File: config.mk
export PLATFORM = sky130hd
export DESIGN_NAME = bp_host_mmio_ctrl
export DESIGN_NICKNAME = d
export VERILOG_FILES = /design/src/rtl/bp_host_mmio_ctrl.sv
export SDC_FILE = /design/constraint.sdc
export NUM_CORES = 1
export LEC_CHECK = 0
export ABC_AREA = 1
export ABC_CLOCK_PERIOD_IN_PS = 4100
export BUFFER_PORTS_ARGS = -buffer_cell sky130_fd_sc_hd__buf_2
export CORE_UTILIZATION = 30
export CTS_BUF_LIST = sky130_fd_sc_hd__clkbuf_4 sky130_fd_sc_hd__clkbuf_8
export CTS_CLUSTER_DIAMETER = 200
export DETAILED_ROUTE_END_ITERATION = 12
export PLACE_DENSITY = 0.53
export SYNTH_ARGS = -nofsm -noshare
export SYNTH_HDL_FRONTEND = slang
export SYNTH_SLANG_ARGS = --single-unit
export TNS_END_PERCENT = 30
File: constraint.sdc
create_clock -name clk_i -period 4.1 [get_ports clk_i]
set_clock_uncertainty 0.15 [all_clocks]
set_input_delay 0.82 -clock clk_i [delete_from_list [all_inputs] [get_ports clk_i]]
set_output_delay 0.82 -clock clk_i [all_outputs]
set_load 0.1 [all_outputs]
File: src/rtl/bp_host_mmio_ctrl.sv
// bp_host_mmio_ctrl: host MMIO endpoint with a command FIFO, putchar/getchar, per-core finish and trace enables.
// Rev 1.0
`default_nettype none

module bp_host_mmio_ctrl #(
  parameter int paddr_width_p = 40,
  parameter int dword_width_p = 64,
  parameter int num_core_p    = 4,
  parameter int num_trace_p   = 10,
  parameter int els_p         = 8
) (
  input  logic                     clk_i,
  input  logic                     reset_n_i,
  input  logic [paddr_width_p-1:0] io_cmd_addr_i,
  input  logic [dword_width_p-1:0] io_cmd_data_i,
  input  logic                     io_cmd_wr_i,
  input  logic                     io_cmd_v_i,
  output logic                     io_cmd_ready_o,
  output logic [dword_width_p-1:0] io_resp_data_o,
  output logic                     io_resp_err_o,
  output logic                     io_resp_v_o,
  input  logic                     io_resp_yumi_i,
  output logic [7:0]               putchar_o,
  output logic                     putchar_v_o,
  input  logic                     putchar_ready_i,
  input  logic [7:0]               getchar_i,
  input  logic                     getchar_v_i,
  output logic                     getchar_yumi_o,
  output logic [num_trace_p-1:0]   trace_en_o,
  output logic [num_core_p-1:0]    finish_o,
  output logic [num_core_p-1:0]    fail_o,
  output logic                     all_finished_o
);

  localparam int ptr_w   = $clog2(els_p);
  localparam int entry_w = paddr_width_p + 8 + 1;

  localparam logic [1:0] idle_s = 2'd0;
  localparam logic [1:0] put_s  = 2'd1;
  localparam logic [1:0] resp_s = 2'd2;

  // Only the low data byte is ever consumed, so the FIFO stores just that.
  logic unused_data_bits;
  assign unused_data_bits = ^io_cmd_data_i[dword_width_p-1:8];

  logic [entry_w-1:0]       mem [els_p];
  logic [ptr_w-1:0]         wr_ptr, rd_ptr;
  logic [ptr_w:0]           count;
  logic [1:0]               state;
  logic                     full, empty, push, pop;
  logic [paddr_width_p-1:0] head_addr;
  logic [7:0]               head_data;
  logic                     head_wr;

  assign full           = (count == (ptr_w+1)'(els_p));
  assign empty          = (count == '0);
  assign io_cmd_ready_o = reset_n_i & ~full;
  assign push           = io_cmd_v_i & io_cmd_ready_o;
  assign {head_addr, head_data, head_wr} = mem[rd_ptr];

  always_ff @(posedge clk_i) begin
    if (push) mem[wr_ptr] <= {io_cmd_addr_i, io_cmd_data_i[7:0], io_cmd_wr_i};
  end

  // Address decode of the FIFO head
  logic [paddr_width_p-13:0] page;
  logic [8:0]                slot;
  logic                      aligned, hit_get, hit_put, fin_page, tr_page;
  logic [num_core_p-1:0]     fin_sel;
  logic [num_trace_p-1:0]    tr_sel;
  logic                      fin_any, tr_any, map_hit, fin_bit, fail_bit, tr_bit;

  assign page     = head_addr[paddr_width_p-1:12];
  assign slot     = head_addr[11:3];
  assign aligned  = (head_addr[2:0] == 3'b000);
  assign hit_get  = (head_addr == paddr_width_p'(32'h0010_0000));
  assign hit_put  = (head_addr == paddr_width_p'(32'h0010_1000));
  assign fin_page = aligned && (page == (paddr_width_p-12)'(32'h102));
  assign tr_page  = aligned && (page == (paddr_width_p-12)'(32'h103));

  always_comb begin
    fin_sel = '0;
    tr_sel  = '0;
    for (int c = 0; c < num_core_p; c++) fin_sel[c] = fin_page && (slot == 9'(c));
    for (int t = 0; t < num_trace_p; t++) tr_sel[t] = tr_page && (slot == 9'(t));
  end

  assign fin_any  = |fin_sel;
  assign tr_any   = |tr_sel;
  assign map_hit  = hit_get | hit_put | fin_any | tr_any;
  assign fin_bit  = |(fin_sel & finish_o);
  assign fail_bit = |(fin_sel & fail_o);
  assign tr_bit   = |(tr_sel & trace_en_o);

  logic [dword_width_p-1:0] resp_data_n;
  logic                     resp_err_n;

  always_comb begin
    resp_data_n = '0;
    resp_err_n  = 1'b0;
    if (!map_hit) begin
      resp_err_n = 1'b1;
    end else if (!head_wr) begin
      if (hit_get)      resp_data_n = getchar_v_i ? dword_width_p'(getchar_i) : '1;
      else if (fin_any) resp_data_n = dword_width_p'({fail_bit, fin_bit});
      else if (tr_any)  resp_data_n = dword_width_p'(tr_bit);
    end
  end

  logic exec, put_done;
  assign exec     = (state == idle_s) && !empty && !(hit_put && head_wr);
  assign put_done = (state == put_s) && putchar_ready_i;
  assign pop      = exec | put_done;

  assign getchar_yumi_o = exec && hit_get && !head_wr && getchar_v_i;
  assign putchar_v_o    = (state == put_s);
  assign putchar_o      = head_data;
  assign io_resp_v_o    = (state == resp_s);
  assign all_finished_o = &finish_o;

  always_ff @(posedge clk_i or negedge reset_n_i) begin
    if (!reset_n_i) begin
      state          <= idle_s;
      wr_ptr         <= '0;
      rd_ptr         <= '0;
      count          <= '0;
      io_resp_data_o <= '0;
      io_resp_err_o  <= 1'b0;
      trace_en_o     <= '0;
      finish_o       <= '0;
      fail_o         <= '0;
    end else begin
      if (push) wr_ptr <= wr_ptr + ptr_w'(1);
      if (pop)  rd_ptr <= rd_ptr + ptr_w'(1);
      case ({push, pop})
        2'b10:   count <= count + (ptr_w+1)'(1);
        2'b01:   count <= count - (ptr_w+1)'(1);
        default: count <= count;
      endcase

      case (state)
        idle_s: if (!empty) state <= (hit_put && head_wr) ? put_s : resp_s;
        put_s:  if (putchar_ready_i) state <= resp_s;
        resp_s: if (io_resp_yumi_i) state <= idle_s;
        default: state <= idle_s;
      endcase

      if (pop) begin
        io_resp_data_o <= resp_data_n;
        io_resp_err_o  <= resp_err_n;
      end

      // Side effects happen once, when the command leaves the FIFO
      if (exec && head_wr) begin
        for (int c = 0; c < num_core_p; c++) begin
          if (fin_sel[c] && !finish_o[c]) begin
            finish_o[c] <= 1'b1;
            fail_o[c]   <= head_data[0];
          end
        end
        for (int t = 0; t < num_trace_p; t++) begin
          if (tr_sel[t]) trace_en_o[t] <= head_data[0];
        end
      end
    end
  end

endmodule

`default_nettype wire

# Yosys cells after proc, flatten, opt, wreduce, memory -nomap -nowiden
# Memories as Yosys holds them, arrays and structs flattened.
# Cells that the tools add are included.
# Widths: inputs -> output; s select.
# word_totals
regBits,95
ramBits,392
in_bits,119
n_memories,1
# classes
addsub,4
n_eq_ne,21
muxes,15
n_bitwise,10
reduce_logical,61
# memory_table
memory,depth,word_bits,read_ports,rd_clocked_by_memory_dff,write_ports,line,text
mem,8,49,1,0,1,46,logic [entry_w-1:0] mem [els_p];
# ops
cell,count
$mux 64,4
$eq 40x21->1 const B,2
$eq 28x9->1 const B,2
$eq 9x3->1 const B,4
$logic_and 1x1->1,28
$reduce_and 2->1,14
$reduce_or 10->1,2
$eq 9x2->1 const B,2
$eq 9x4->1 const B,2
$reduce_or 4->1,3
$and 10x10->10,1
$mux 2,5
$eq 9x1->1 const B,1
$logic_not 9->1,1
$and 4x4->4,2
$pmux 4 s2,1
$logic_not 1->1,7
$add 3x1->3 const B,2
$pmux 2 s3,1
$add 4x1->4 const B,1
$eq 2x1->1 const B,2
$eq 2x2->1 const B,2
$eq 4x4->1 const B,1
$logic_not 4->1,1
other kinds (12),20

# Logic depth before layout (Yosys ltp)
# An unclocked memory read counts as a cell.
# logic_depth
depth_word,11
depth_mapped,23
depth_no_buf,22

# Least setup slack after synthesis
# OpenSTA, ideal clock, no wires.
# synth_path
path_type,input -> register
start,input reset_n_i
end,memory mem[0][0] (netlist name) (enable)
arrival_ps,5122
setup_slack_ps,-1627
cell_stages,5
cell_sequence,inv_1 -> a21oi_1 -> nand2_1 -> or2_2 -> nor2_1
# synth_via
elab_chain_len,4
# synth_lines
item,line,text
from (decl),13,"input logic reset_n_i,"
$and 1x1->1,57,assign io_cmd_ready_o = reset_n_i & ~full;
net io_cmd_ready_o,18,"output logic io_cmd_ready_o,"
$and 1x1->1,58,assign push = io_cmd_v_i & io_cmd_ready_o;
$mux 1,62,"if (push) mem[wr_ptr] <= {io_cmd_addr_i, io_cmd_data_i[7:0], io_cmd_wr_i};"
$mux 1 (implied by the code),62,
to (decl),46,
# The timed path passes the listed nets, and every way through them passes these cells.

# Final worst setup path
# layout_path
start,register rd_ptr[0]
end,output getchar_yumi_o
# layout_via
elab_chain_len,8
# layout_lines
item,line,text
from (decl),47,"logic [ptr_w-1:0] wr_ptr, rd_ptr;"
from (signal assigned),134,if (pop) rd_ptr <= rd_ptr + ptr_w'(1);
$mem_v2 8x49 (*),n/a,
$eq 40x21->1,77,assign hit_put = (head_addr == paddr_width_p'(32'h0010_1000));
$logic_and 1x1->1,111,assign exec = (state == idle_s) && !empty && !(hit_put && head_wr);
$logic_not 1->1,111,
$logic_and 1x1->1,111,
$logic_and 1x1->1,115,assign getchar_yumi_o = exec && hit_get && !head_wr && getchar_v_i;
$logic_and 1x1->1 (*) (2 in a row),115,
to (decl),28,"output logic getchar_yumi_o,"
# Mark *: on every way between the ends. The rest lies on a longest branch, timed or not.

==> out/qor.yml <==
p_per_area_nw_per_um2: 656
cts_buffers: 73
row_count: 89
cts_buffer_depth: 3
drt_iter0_markers: 751
synth-edff-count: 392
min_period_ns: 4.10
layout.nets: 1887
dp_hpwl_um: 25900
grt_pass1_wl_um: 67600
cts_tree: "built"
grt_use_total_pct: 14.5
max_stage_delay_ns: 0.57
synth_cells: 1556
grt_pass1_vias: 11700
path_common_cell: "buf_12"
yosysUniqueCellTypes: 46
clock_latency_ns: 0.64
syn_area_um2: 18100
h-tree-depth: 3
ys.flop_type: "edfxtp_1"
finalSetupTns_ns: 0
drive_gt1_share_pct: 25.4
clk_pin_slew_ns: 0.06
worstPathMaxFanout: 7
pre_cts_ws_ns: 0.125
ys_async_sr_fraction_pct: 9.26
rsz0062_at_grt: "true"
cpLargestDelayFamily: "simple AND/OR/NAND/NOR gates"
synth-warning-count: 0
vias: 11900
crit_required_ns: 3.13
overflow: 0
area_delta_synth_final_pct: 20.8
fin_ws_ns: 0.000213
holdWs_ns: 0.185
ir_drop_v: 0.000320
ys_seq_area_share_pct: 70.4
critPathLaunchType: "flop"
worstMarginPinSlew_ns: 0.623
wire_per_inst_um: 17.0
cts_sinks: 432
end_kind: "output pin"
maxSlewHeadroom_pct: 58.5
port_buffers: 158
synth_seq_cells: 432
report.final.slew_viol_count: 0
max_freq_mhz: 244
vias_per_cell: 4.61
report.final.hold_viol_count: 0
cts_root_buf: "clkbuf_8"
status: "complete, no violations"
drc: 0
num_io_pins: 215
maxCapViolCount: 0
first_pass_iters: 5
synth_nets: 1681
crit_type: "reg2out"
stdcell_count: 2591
holdCritPathClass: "in2async"
cts_hold_buf: 0
cp_slowest_cell: "dfrtp_4"
initial_core_util_pct: 30.6
worst-path-buf-inv: 4
finalCritPeriodShare_pct: 100
path_cells: "clkinv_8, buf_12, bufbuf_16, o21ai_1, nand3_1, a21oi_2, nand3_2, nor2_4, nand3_4, nor4_4, buf_12"
totalWireLength_um: 44000
ant_nets: 0
place_congestion: 0.804
p_leak_nw: 8.31
dp_cells: 2415
grt_max_degree: 61
die-width_um: 248
dieArea_um2: 61500
die_h_um: 248
worstPathArrival_ns: 3.13
core_um2: 59400
antenna_found_initial: 8
syn_area_per_cell_um2: 11.7
setup_viol: 0
p_total_mw: 14.4
[metrics by stage]
step,instance area [µm²],utilization [%]
CTS,21700,36.5
detailed placement,19800,33.3
global placement,19800,33.3
finish,21900,36.9
floorplan,18200,-
global route,21900,36.9
[state kept, by name, summed over array words and instances, names as in the netlist]
register / cells
wr_ptr: 3
finish_o: 4
io_resp_data_o: 9
state: 2
io_resp_err_o: 1
rd_ptr: 3
fail_o: 4
trace_en_o: 10
count: 4
mem: 392
[Yosys cell counts, drive strengths merged (7+ instances only)]
| master | instances | area [µm²] |
|---|---|---|
| a21oi | 44 | 220 |
| a31oi | 9 | 56.3 |
| buf | 92 | 692 |
| clkbuf | 15 | 56.3 |
| dfrtp | 40 | 1000 |
| edfxtp | 392 | 11800 |
| inv | 86 | 323 |
| nand2 | 258 | 988 |
| nand3 | 101 | 516 |
| nand3b | 11 | 82.6 |
| nand4 | 7 | 50.1 |
| nor2 | 299 | 1150 |
| nor3 | 30 | 176 |
| o21ai | 114 | 616 |
| o22ai | 11 | 68.8 |
| or2 | 17 | 106 |
[worst paths after layout]
| kind | startpoint | end | slack [ns] | cells past startpoint |
|---|---|---|---|---|
| worst max-delay path | rd_ptr[0] | getchar_yumi_o | 0.0002 | 11 |
| worst min register to register | io_resp_data_o[1] | io_resp_data_o[1] | 0.32 | 2 |
| max in group asynchronous | reset_n_i | rd_ptr[0] | 3.19 | 2 |
| worst max register to register | rd_ptr[0] | fail_o[0] | 0.03 | 25 |
| worst min-delay path | reset_n_i | trace_en_o[4] | 0.18 | 2 |
| min in group clk_i | io_cmd_data_i[4] | mem[4][5] | 0.30 | 1 |
[layout by cell type, fill, tap and decap left out, types with 3 or more instances in the layout]
cell type,n
or2_2,9
inv_2,7
nor2_4,15
nand2_1,242
nand3_1,87
edfxtp_1,392
nand3_2,11
buf_6,4
o21ai_0,83
clkbuf_8,74
clkinv_2,3
o21ai_1,16
nand2_2,13
a21oi_2,4
or2_1,7
nor2_1,277
nor2_2,7
buf_12,21
o21ai_4,3
clkinvlp_4,4
clkbuf_4,33
a31oi_1,9
buf_2,149
o21ai_2,12
nand3b_1,11
o2111ai_1,4
xor2_1,3
o211ai_1,3
nor3_2,3
a21oi_1,40
ha_1,3
nand3_4,3
dfrtp_1,37
inv_1,76
clkinv_1,14
nand2_4,3
buf_4,59
o22ai_1,11
nand4_1,6
nor3_1,25
[report_power, final]
group | switching [mW] | internal, mW
registers | 0.162 | 5.19
logic | 3.46 | 1.85
clock network | 1.68 | 2.05
[routing by layer]
layer | part of all wire (%) | routed length, µm | track usage (%) | vias to the layer above
li1 | - | - | - | 5753
met1 | 45 | 19600 | 19.1 | 5726
met2 | 47 | 20600 | 23.4 | 362
met3 | 5.9 | 2600 | 3.53 | 96
met4 | 2.5 | 1110 | 4.96 | 12
met5 | 0.17 | 75 | 0 | -
[cell families (layout without fill, tap and decap cells)]
kind of cell	count (synthesis)	after routing	synth area share, %
xor gates and xnor gates	5	5	0.241
DFF	432	432	70.4
adders and majority gates	6	6	0.455
buffers and inverters	194	455	5.99
other	0	1	0
muxes	1	1	0.0552
and+or+nand+nor	730	730	17.1
AOI/OAI and AO/OA	188	188	5.74
[final cells by class]
| class | instances | area [µm²] |
|---|---|---|
| clock buffer | 107 | 1270 |
| sequential | 432 | 12800 |
| tap | 773 | 967 |
| clock inverter | 23 | 146 |
| fill | 5771 | 37400 |
| multi-input combinational | 930 | 4630 |
| antenna | 1 | 2.50 |
| inverter | 87 | 354 |
| timing repair buffer | 238 | 1780 |
[what timing repair did]
item / in CTS / in global routing
gates resized for setup: 36 / 48
buffers inserted: 37 / 5
cloned: 3 / 0
pin swaps: 14 / 15
setup endpoints to repair: 1 / 23
Power figures use the tool's default switching activity.
